**config.mk**
```make
export PLATFORM = sky130hd
export DESIGN_NAME = mem_arbiter
export DESIGN_NICKNAME = d
export VERILOG_FILES = /design/src/rtl/mem_arbiter.sv
export SDC_FILE = /design/constraint.sdc
export NUM_CORES = 1
export LEC_CHECK = 0
export ABC_AREA = 0
export BUFFER_PORTS_ARGS = -buffer_cell sky130_fd_sc_hd__buf_2
export CAP_MARGIN = 10
export CELL_PAD_IN_SITES_DETAIL_PLACEMENT = 1
export CELL_PAD_IN_SITES_GLOBAL_PLACEMENT = 1
export CORE_AREA = 2 2 129 131
export CTS_BUF_LIST = sky130_fd_sc_hd__clkbuf_4 sky130_fd_sc_hd__clkbuf_8 sky130_fd_sc_hd__clkbuf_16
export DETAILED_ROUTE_END_ITERATION = 16
export DIE_AREA = 0 0 131 133
export PLACE_DENSITY_LB_ADDON = 0.1
export SYNTH_ARGS = -nofsm -noshare
export SYNTH_HDL_FRONTEND = slang
export SYNTH_SLANG_ARGS = --single-unit
```
**constraint.sdc**
```tcl
create_clock -name clock -period 3.3 [get_ports clock]
set_input_delay 0.495 -clock clock [delete_from_list [all_inputs] [get_ports clock]]
set_output_delay 0.495 -clock clock [all_outputs]
set_load 0.01 [all_outputs]
```
**src/rtl/mem_arbiter.sv**
```systemverilog
// Arbitrates one single-ported memory between instruction fetch and data ports,
// one transaction at a time. Define ARB_ROUND_ROBIN_EN for round-robin arbitration.
module mem_arbiter #(
   parameter int MEM_LAT    = 1,
   parameter int STARVE_MAX = 4
) (
   input  logic        clock,
   input  logic        reset,
   input  logic        if_req_valid,
   input  logic [31:0] if_req_addr,
   output logic        if_req_ready,
   output logic        if_rsp_valid,
   output logic [31:0] if_rsp_data,
   input  logic        d_req_valid,
   input  logic        d_req_we,
   input  logic [3:0]  d_req_be,
   input  logic [31:0] d_req_addr,
   input  logic [31:0] d_req_wdata,
   output logic        d_req_ready,
   output logic        d_rsp_valid,
   output logic [31:0] d_rsp_data,
   output logic        mem_en,
   output logic        mem_we,
   output logic [3:0]  mem_be,
   output logic [31:0] mem_addr,
   output logic [31:0] mem_wdata,
   input  logic [31:0] mem_rdata,
   output logic        busy
);

   localparam int CW = (MEM_LAT > 1) ? $clog2(MEM_LAT) : 1;

   typedef enum logic [1:0] {IDLE, ISSUE, WAIT, RESP} state_t;
   typedef enum logic {PORT_DATA = 1'b0, PORT_IF = 1'b1} port_t;

   state_t        state, state_nx;
   port_t         req_port;
   logic          req_we;
   logic [3:0]    req_be;
   logic [31:0]   req_addr;
   logic [31:0]   req_wdata;
   logic [CW-1:0] wait_cnt;
   logic [31:0]   rdata_q;
   logic          grant_if;
   logic          accept_window;
   logic          accept;

`ifdef ARB_ROUND_ROBIN_EN
   port_t last_grant;
`else
   localparam int SW = $clog2(STARVE_MAX + 1);
   logic [SW-1:0] starve_cnt;
`endif

   always_comb begin
      // NOTE: every always_comb output gets a default first so no path can infer a latch.
      grant_if = 1'b0;
      if (if_req_valid && !d_req_valid) begin
         grant_if = 1'b1;
      end else if (if_req_valid && d_req_valid) begin
`ifdef ARB_ROUND_ROBIN_EN
         grant_if = (last_grant == PORT_DATA);
`else
         grant_if = (starve_cnt == SW'(STARVE_MAX));
`endif
      end
   end

   assign accept_window = (state == IDLE) || (state == RESP);
   assign if_req_ready  = accept_window && if_req_valid && grant_if;
   assign d_req_ready   = accept_window && d_req_valid && !grant_if;
   assign accept        = if_req_ready || d_req_ready;

   always_comb begin
      state_nx = state;
      case (state)
         IDLE:    if (accept) state_nx = ISSUE;
         ISSUE:   state_nx = WAIT;
         WAIT:    if (wait_cnt == '0) state_nx = RESP;
         RESP:    state_nx = accept ? ISSUE : IDLE;
         default: state_nx = IDLE;
      endcase
   end

   always_ff @(posedge clock) begin
      // NOTE: sequential state uses non-blocking assignments so all registers update together.
      if (!reset) begin
         state     <= IDLE;
         req_port  <= PORT_DATA;
         req_we    <= 1'b0;
         req_be    <= '0;
         req_addr  <= '0;
         req_wdata <= '0;
         wait_cnt  <= '0;
         rdata_q   <= '0;
`ifdef ARB_ROUND_ROBIN_EN
         // Seeded as IF so the first contested grant after reset goes to DATA.
         last_grant <= PORT_IF;
`else
         starve_cnt <= '0;
`endif
      end else begin
         state <= state_nx;
         if (accept) begin
            req_port  <= grant_if ? PORT_IF : PORT_DATA;
            req_we    <= grant_if ? 1'b0 : d_req_we;
            req_be    <= grant_if ? 4'hF : d_req_be;
            req_addr  <= grant_if ? if_req_addr : d_req_addr;
            req_wdata <= grant_if ? 32'h0 : d_req_wdata;
         end
         if (state == ISSUE) begin
            wait_cnt <= CW'(MEM_LAT - 1);
         end else if (state == WAIT && wait_cnt != '0) begin
            wait_cnt <= wait_cnt - CW'(1);
         end
         if (state == WAIT && wait_cnt == '0) begin
            rdata_q <= req_we ? 32'h0 : mem_rdata;
         end
`ifdef ARB_ROUND_ROBIN_EN
         if (accept) last_grant <= grant_if ? PORT_IF : PORT_DATA;
`else
         // Counts DATA wins over a waiting fetch; any IF grant clears it.
         if (accept) begin
            if (grant_if) begin
               starve_cnt <= '0;
            end else if (if_req_valid && starve_cnt != SW'(STARVE_MAX)) begin
               starve_cnt <= starve_cnt + SW'(1);
            end
         end
`endif
      end
   end

   assign busy      = (state != IDLE);
   assign mem_en    = (state == ISSUE);
   assign mem_we    = mem_en && req_we;
   assign mem_be    = mem_en ? req_be : 4'h0;
   assign mem_addr  = mem_en ? req_addr : 32'h0;
   assign mem_wdata = mem_en ? req_wdata : 32'h0;

   assign if_rsp_valid = (state == RESP) && (req_port == PORT_IF);
   assign d_rsp_valid  = (state == RESP) && (req_port == PORT_DATA);
   assign if_rsp_data  = if_rsp_valid ? rdata_q : 32'h0;
   assign d_rsp_data   = d_rsp_valid ? rdata_q : 32'h0;

endmodule

```
==> results of run 1 <==
power groups by stage:
stage                     logic [mW]  clock network [mW]  registers, mW
after CTS                       1.86                1.17           1.76
after global routing            2.05                1.23           1.79
after floorplan                 1.31                   0           1.73
after global placement          1.78                   0           1.77
final                           1.83                1.13           1.76
after detailed placement        1.86                   0           1.78
worst max-delay path, delay by kind of cell, from the launching register on:
family,cells,cell delay (ps)
AND/OR/NAND/NOR,1,200
adder cells (fa/ha/maj),1,410
flip-flops,1,410
AO/OA/AOI/OAI,1,270
buffers and inverters,3,590
cells by family after synthesis:
| logic type | Yosys count |
|---|---|
| and+or+nand+nor | 316 |
| DFF | 108 |
| buffers and inverters | 65 |
| AOI/OAI and AO/OA | 146 |
| adders and majority gates | 6 |
| muxes | 1 |
metal layers:
metal	vias to the layer above	share of wire, %	global-route usage, %
met5	-	0	0
met1	2515	42	22.80
met3	24	6.2	3.558
li1	2655	-	-
met2	163	50	34.48
met4	0	2.2	7.270
path summary, 6_finish.rpt:
path | slack [ps] | startpoint | endpoint | cells past startpoint
max reg2reg | 1140 | state[0] | req_addr[8] | 6
min | 400 | d_req_addr[13] | req_addr[13] | 3
min reg2reg | 490 | starve_cnt[1] | starve_cnt[1] | 2
max | 550 | state[0] | d_req_ready | 6
flip-flops by register name (all words and copies together) (netlist names):
| signal | flops |
|---|---|
| req_be | 4 |
| req_we | 1 |
| rdata_q | 32 |
| req_port | 1 |
| req_wdata | 32 |
| starve_cnt | 3 |
| state | 2 |
| req_addr | 32 |
| wait_cnt | 1 |
metrics by stage:
| stage | hold slack (ps) | cells | worst slack [ps] |
|---|---|---|---|
| 2_1_floorplan | 457.8 | 642 | 1384 |
| 3_3_place_gp | 471.1 | 1089 | 1033 |
| 3_5_place_dp | 485.0 | 1089 | 916.4 |
| 4_1_cts | 384.2 | 1105 | 521.9 |
| 5_1_grt | 402.0 | 1106 | 410.9 |
| 6_report | 396.5 | 1106 | 547.5 |
area by class of cell:
cell class                      instances  area (sq um)  share of cell area [%]
Antenna cell                            1         2.502                 0.03516
Clock buffer                           10         239.0                   3.358
Clock inverter                          6         72.57                   1.020
Inverter                                6         25.02                  0.3516
Multi-Input combinational cell        469          2856                   40.14
Sequential cell                       108          2162                   30.38
Tap cell                              220         275.3                   3.868
Timing Repair Buffer                  286          1484                   20.85
cells in the final DEF (no fill, tap or decap), types with 2 or more instances in the layout:
cell type and n:
a21boi_0 5, and3_1 32, nor2b_1 68, nand2_1 68, inv_1 5, clkbuf_16 9
and2_1 104, nand3_1 3, nor2_1 2, buf_2 275, nand2b_1 2, clkinv_4 3
o21ai_0 35, ha_1 5, o221a_2 4, buf_12 2, a21oi_1 32, a31oi_1 32
buf_4 9, nor3b_1 33, a22oi_1 33, dfxtp_1 108
==> out/metrics.yaml, run 1 <==
status: "complete, no violations"
synth.avg_cell_area_sq_um: 8.293
cts.sink_count: 108
total_power_mw: 4.715
pwr-share-comb_pct: 38.8
seqPwrFrac_pct: 37.3
drt_pass1_iterations: 4
path_max_fanout: 34
period_share_pct: 83.41
synth-simple-area-share_pct: 34.67
synth_area_leader_cell: "dfxtp_1"
fin_nets: 1023
clk_latency_ps: 350
max_freq_mhz: 363.3
synth-seq-area-share_pct: 40.61
synth_nets: 785
crit_type: "flip-flop to output pin"
drive_above_1_share_pct: 35.37
slowest_stage: "dfxtp_1"
die_area_sq_um: 17420
yosysWarningCount: 0
finalHoldViolCount: 0
coreArea_sq_um: 16170
intPower_mw: 2.922
fin_crit_ps: 2752
port_buffers: 275
rows: 47
gp_congestion: 0.7949
muxShareOfSynthArea_pct: 0.1880
fill_cells: 2024
power_density_nw_per_um2: 662.5
swShare_pct: 38.03
slew_headroom_pct: 24.74
final_max_slew_viol_count: 0
p_leak_nw: 3.495
syn_to_final_growth_pct: 33.68
synth_seq_cells: 108
setup-tns-final_ps: 0
crit_path_end_kind: "output pin"
async_reset_ff_share_pct: 0
arrival_ps: 2260
antenna_found_initial: 1
die_x_um: 131
netlist-cell-type-count: 32
cp_data_required_time_ps: 2800
synthAdderAreaFrac_pct: 1.410
wl_per_cell_um: 15.59
worstPathCellList: "inv_1 > ha_1 > nand2b_1 > a31o_2 > inv_4 > buf_2"
cpPeakStageDelay_ps: 410
ctsResizeCount: 0
syn_area_sq_um: 5324
num_vias: 5357
drc: 0
grt_pass1_wl_um: 27070
vias_per_cell: 4.844
cts_hold_buf: 0
yosys.cell_count.top_type: "dfxtp_1"
placed_area_sq_um: 6803
grt_max_degree: 70
design_area_sq_um: 7117
die_h_um: 133
cts-root-buf: "clkbuf_16"
dr.first_iter.drc_count: 174
tightest_slew_ps: 1129
max_cap_viol_count: 0
synth_commonest_cells: "dfxtp_1, and2_1, nand2_1, nor2b_1, clkbuf_1"
cts_post_setup_buffers_inserted: 0
yosys.area.top_type_share_pct: 40.61
cts_tree: "built"
clkPwrFrac_pct: 24.0
hp-class: "primary input to flip-flop"
clk_path_buf_depth: 2
setup_viol: 0
ioPinCount: 276
grt_usage_pct: 19.37
syn_inst: 642
synth_ff_type: "dfxtp_1"
worst_setup_hold_path_clk_slew_ps: 70
wirelength_um: 17250
dp_hpwl_um: 12390
grt_pass1_vias: 5421
clock_skew_ps: 10.81
p_switching_mw: 1.793
synth_xor_xnor_area_share_pct: 0
start_kind: "flip-flop"
ant_nets: 0
synth_area_leaders: "dfxtp_1, and2_1, nor2b_1"
synth_edf_count: 0
vdd_drop_max_v: 0.0003491
rsz0062_at_grt: "false"
cts_htree_levels: 3
synth_top_family_by_area: "simple AND/OR/NAND/NOR gates"
start_util_pct: 32.92
grt-ovfl-total: 0
cts_buffers: 9
synth-compound-area-share_pct: 17.20
final_core_utilization_pct: 44.01
Note: power is estimated with default switching activity, not from simulation.
==> run 2: changes to the inputs <==
- CORE_AREA: 2 2 129 131 -> 2 2 132 134
- DIE_AREA: 0 0 131 133 -> 0 0 134 136
- clock period: 3.3 -> 2.8 ns (I/O delays scaled with it)
==> out/metrics.yaml, run 2 (same netlist as run 1, synthesis figures left out) <==
start_util_pct: 31.55
drc: 0
rows: 48
path_max_fanout: 16
drive_above_1_share_pct: 35.51
grt_max_degree: 110
antennaDiodeCount: 0
ant_nets: 0
hold-path-endpoint: "req_addr[16]"
vdd_drop_max_v: 0.0003863
max_cap_viol_count: 0
wirelength_um: 17390
hp-class: "primary input to flip-flop"
antenna_found_initial: 0
cts_buffers: 9
final_core_utilization_pct: 42.53
largestRegisters: "rdata_q x32, req_addr x32, req_wdata x32"
grt_usage_pct: 18.03
reg2reg_depth: 8
cts_tree: "built"
clk_latency_ps: 350
die_x_um: 134
timing.rr.start: "state[0]"
coreArea_sq_um: 16880
dr.first_iter.drc_count: 183
rsz0062_at_grt: "false"
min_from: "d_req_addr[16]"
setup_viol: 0
start_kind: "flip-flop"
final_cell_mix: "buf_2, dfxtp_1, and2_1"
status: "complete, no violations"
grt-ovfl-total: 0
r2r_slack_ps: 610
gp_congestion: 0.7902
die_area_sq_um: 18220
port_buffers: 275
grt_pass1_wl_um: 26460
slowest_stage: "ha_1"
crit_path_end_kind: "output pin"
finalHoldViolCount: 0
hold_depth: 3
final_max_slew_viol_count: 0
clock_skew_ps: 9.470
slew_headroom_pct: 59.55
fin_nets: 1026
power_density_nw_per_um2: 788.4
syn_to_final_growth_pct: 34.81
arrival_ps: 2080
num_vias: 5335
wl_per_cell_um: 15.64
cp_data_required_time_ps: 2380
worstPathCellList: "inv_1 > ha_1 > nand2b_1 > a31o_2 > inv_4 > buf_2"
setup-tns-final_ps: 0
grt_pass1_vias: 5255
fin_crit_ps: 2503
ioPinCount: 276
max_freq_mhz: 399.6
cts.sink_count: 108
fin_ws_ps: 297.2
cts_post_setup_buffers_inserted: 0
p_leak_nw: 3.523
rr_endpoint: "req_wdata[0]"
tightest_slew_ps: 606.8
drt_pass1_iterations: 4
hold-worst-slack_ps: 324.5
worst_setup_hold_path_clk_slew_ps: 70
cts_htree_levels: 3
vias_per_cell: 4.798
dp_hpwl_um: 12390
cts-root-buf: "clkbuf_16"
layout_commonest_cell: "buf_2"
period_share_pct: 89.38
ctsResizeCount: 0
cts_hold_buf: 0
clk_path_buf_depth: 2
cpPeakStageDelay_ps: 420
die_h_um: 136
crit_type: "flip-flop to output pin"
dpl_worst_slack_ps: 606.8
-- run 2: changes by cell type in the layout (fill, tap and decap cells not counted), sizes merged --
cell,previous run,this run
clkbuf,10,11
clkinv,3,1
bufinv,1,2
diode,1,0
inv,7,6
buf,286,289
-- run 2: layer usage --
layer	share of wire (%)	global-route usage, %	vias up
li1	-	-	2647
met1	43	21.03	2490
met2	48	31.79	170
met3	6.5	4.176	28
met4	2.6	7.506	0
met5	0	0	-
-- run 2: layout make-up --
type                    count  area [sq um]
clock buffers              11         252.7
clock inverters             4         72.57
fillers                  2155          9699
inverters                   6         25.02
multi-input cells         469          2856
flip-flops and latches    108          2162
well taps                 225         281.5
repair buffers            289          1526
-- run 2: power by group --
part           internal (mW)  switching [mW]
registers               1.89           0.181
logic                  0.840            1.35
clock network          0.827           0.568
-- run 2: stage by stage --
step / instances / total power [mW] / instance area (sq um)
CTS: 1111 / 5.739 / 7149
floorplan: 642 / 3.581 / 5324
global placement: 1096 / 4.212 / 6824
detailed placement: 1096 / 4.315 / 6824
finish: 1112 / 5.658 / 7177
global route: 1112 / 6.055 / 7177
-- run 2: worst max-delay path by stage --
stage	cells after the start	to	start
after CTS	6	d_req_ready	state[0]
after floorplan	6	d_req_ready	state[0]
after global routing	6	d_req_ready	state[0]
after global placement	5	req_addr[9]	d_req_valid
final	6	d_req_ready	state[0]
after detailed placement	5	req_addr[25]	d_req_valid
-- run 2: critical path, delay by kind of cell (launching register included) --
kind	cells	cell delay [ps]
buf+inv	3	440
fa+ha+maj	1	420
flops	1	410
compound gates	1	270
simple gates	1	200
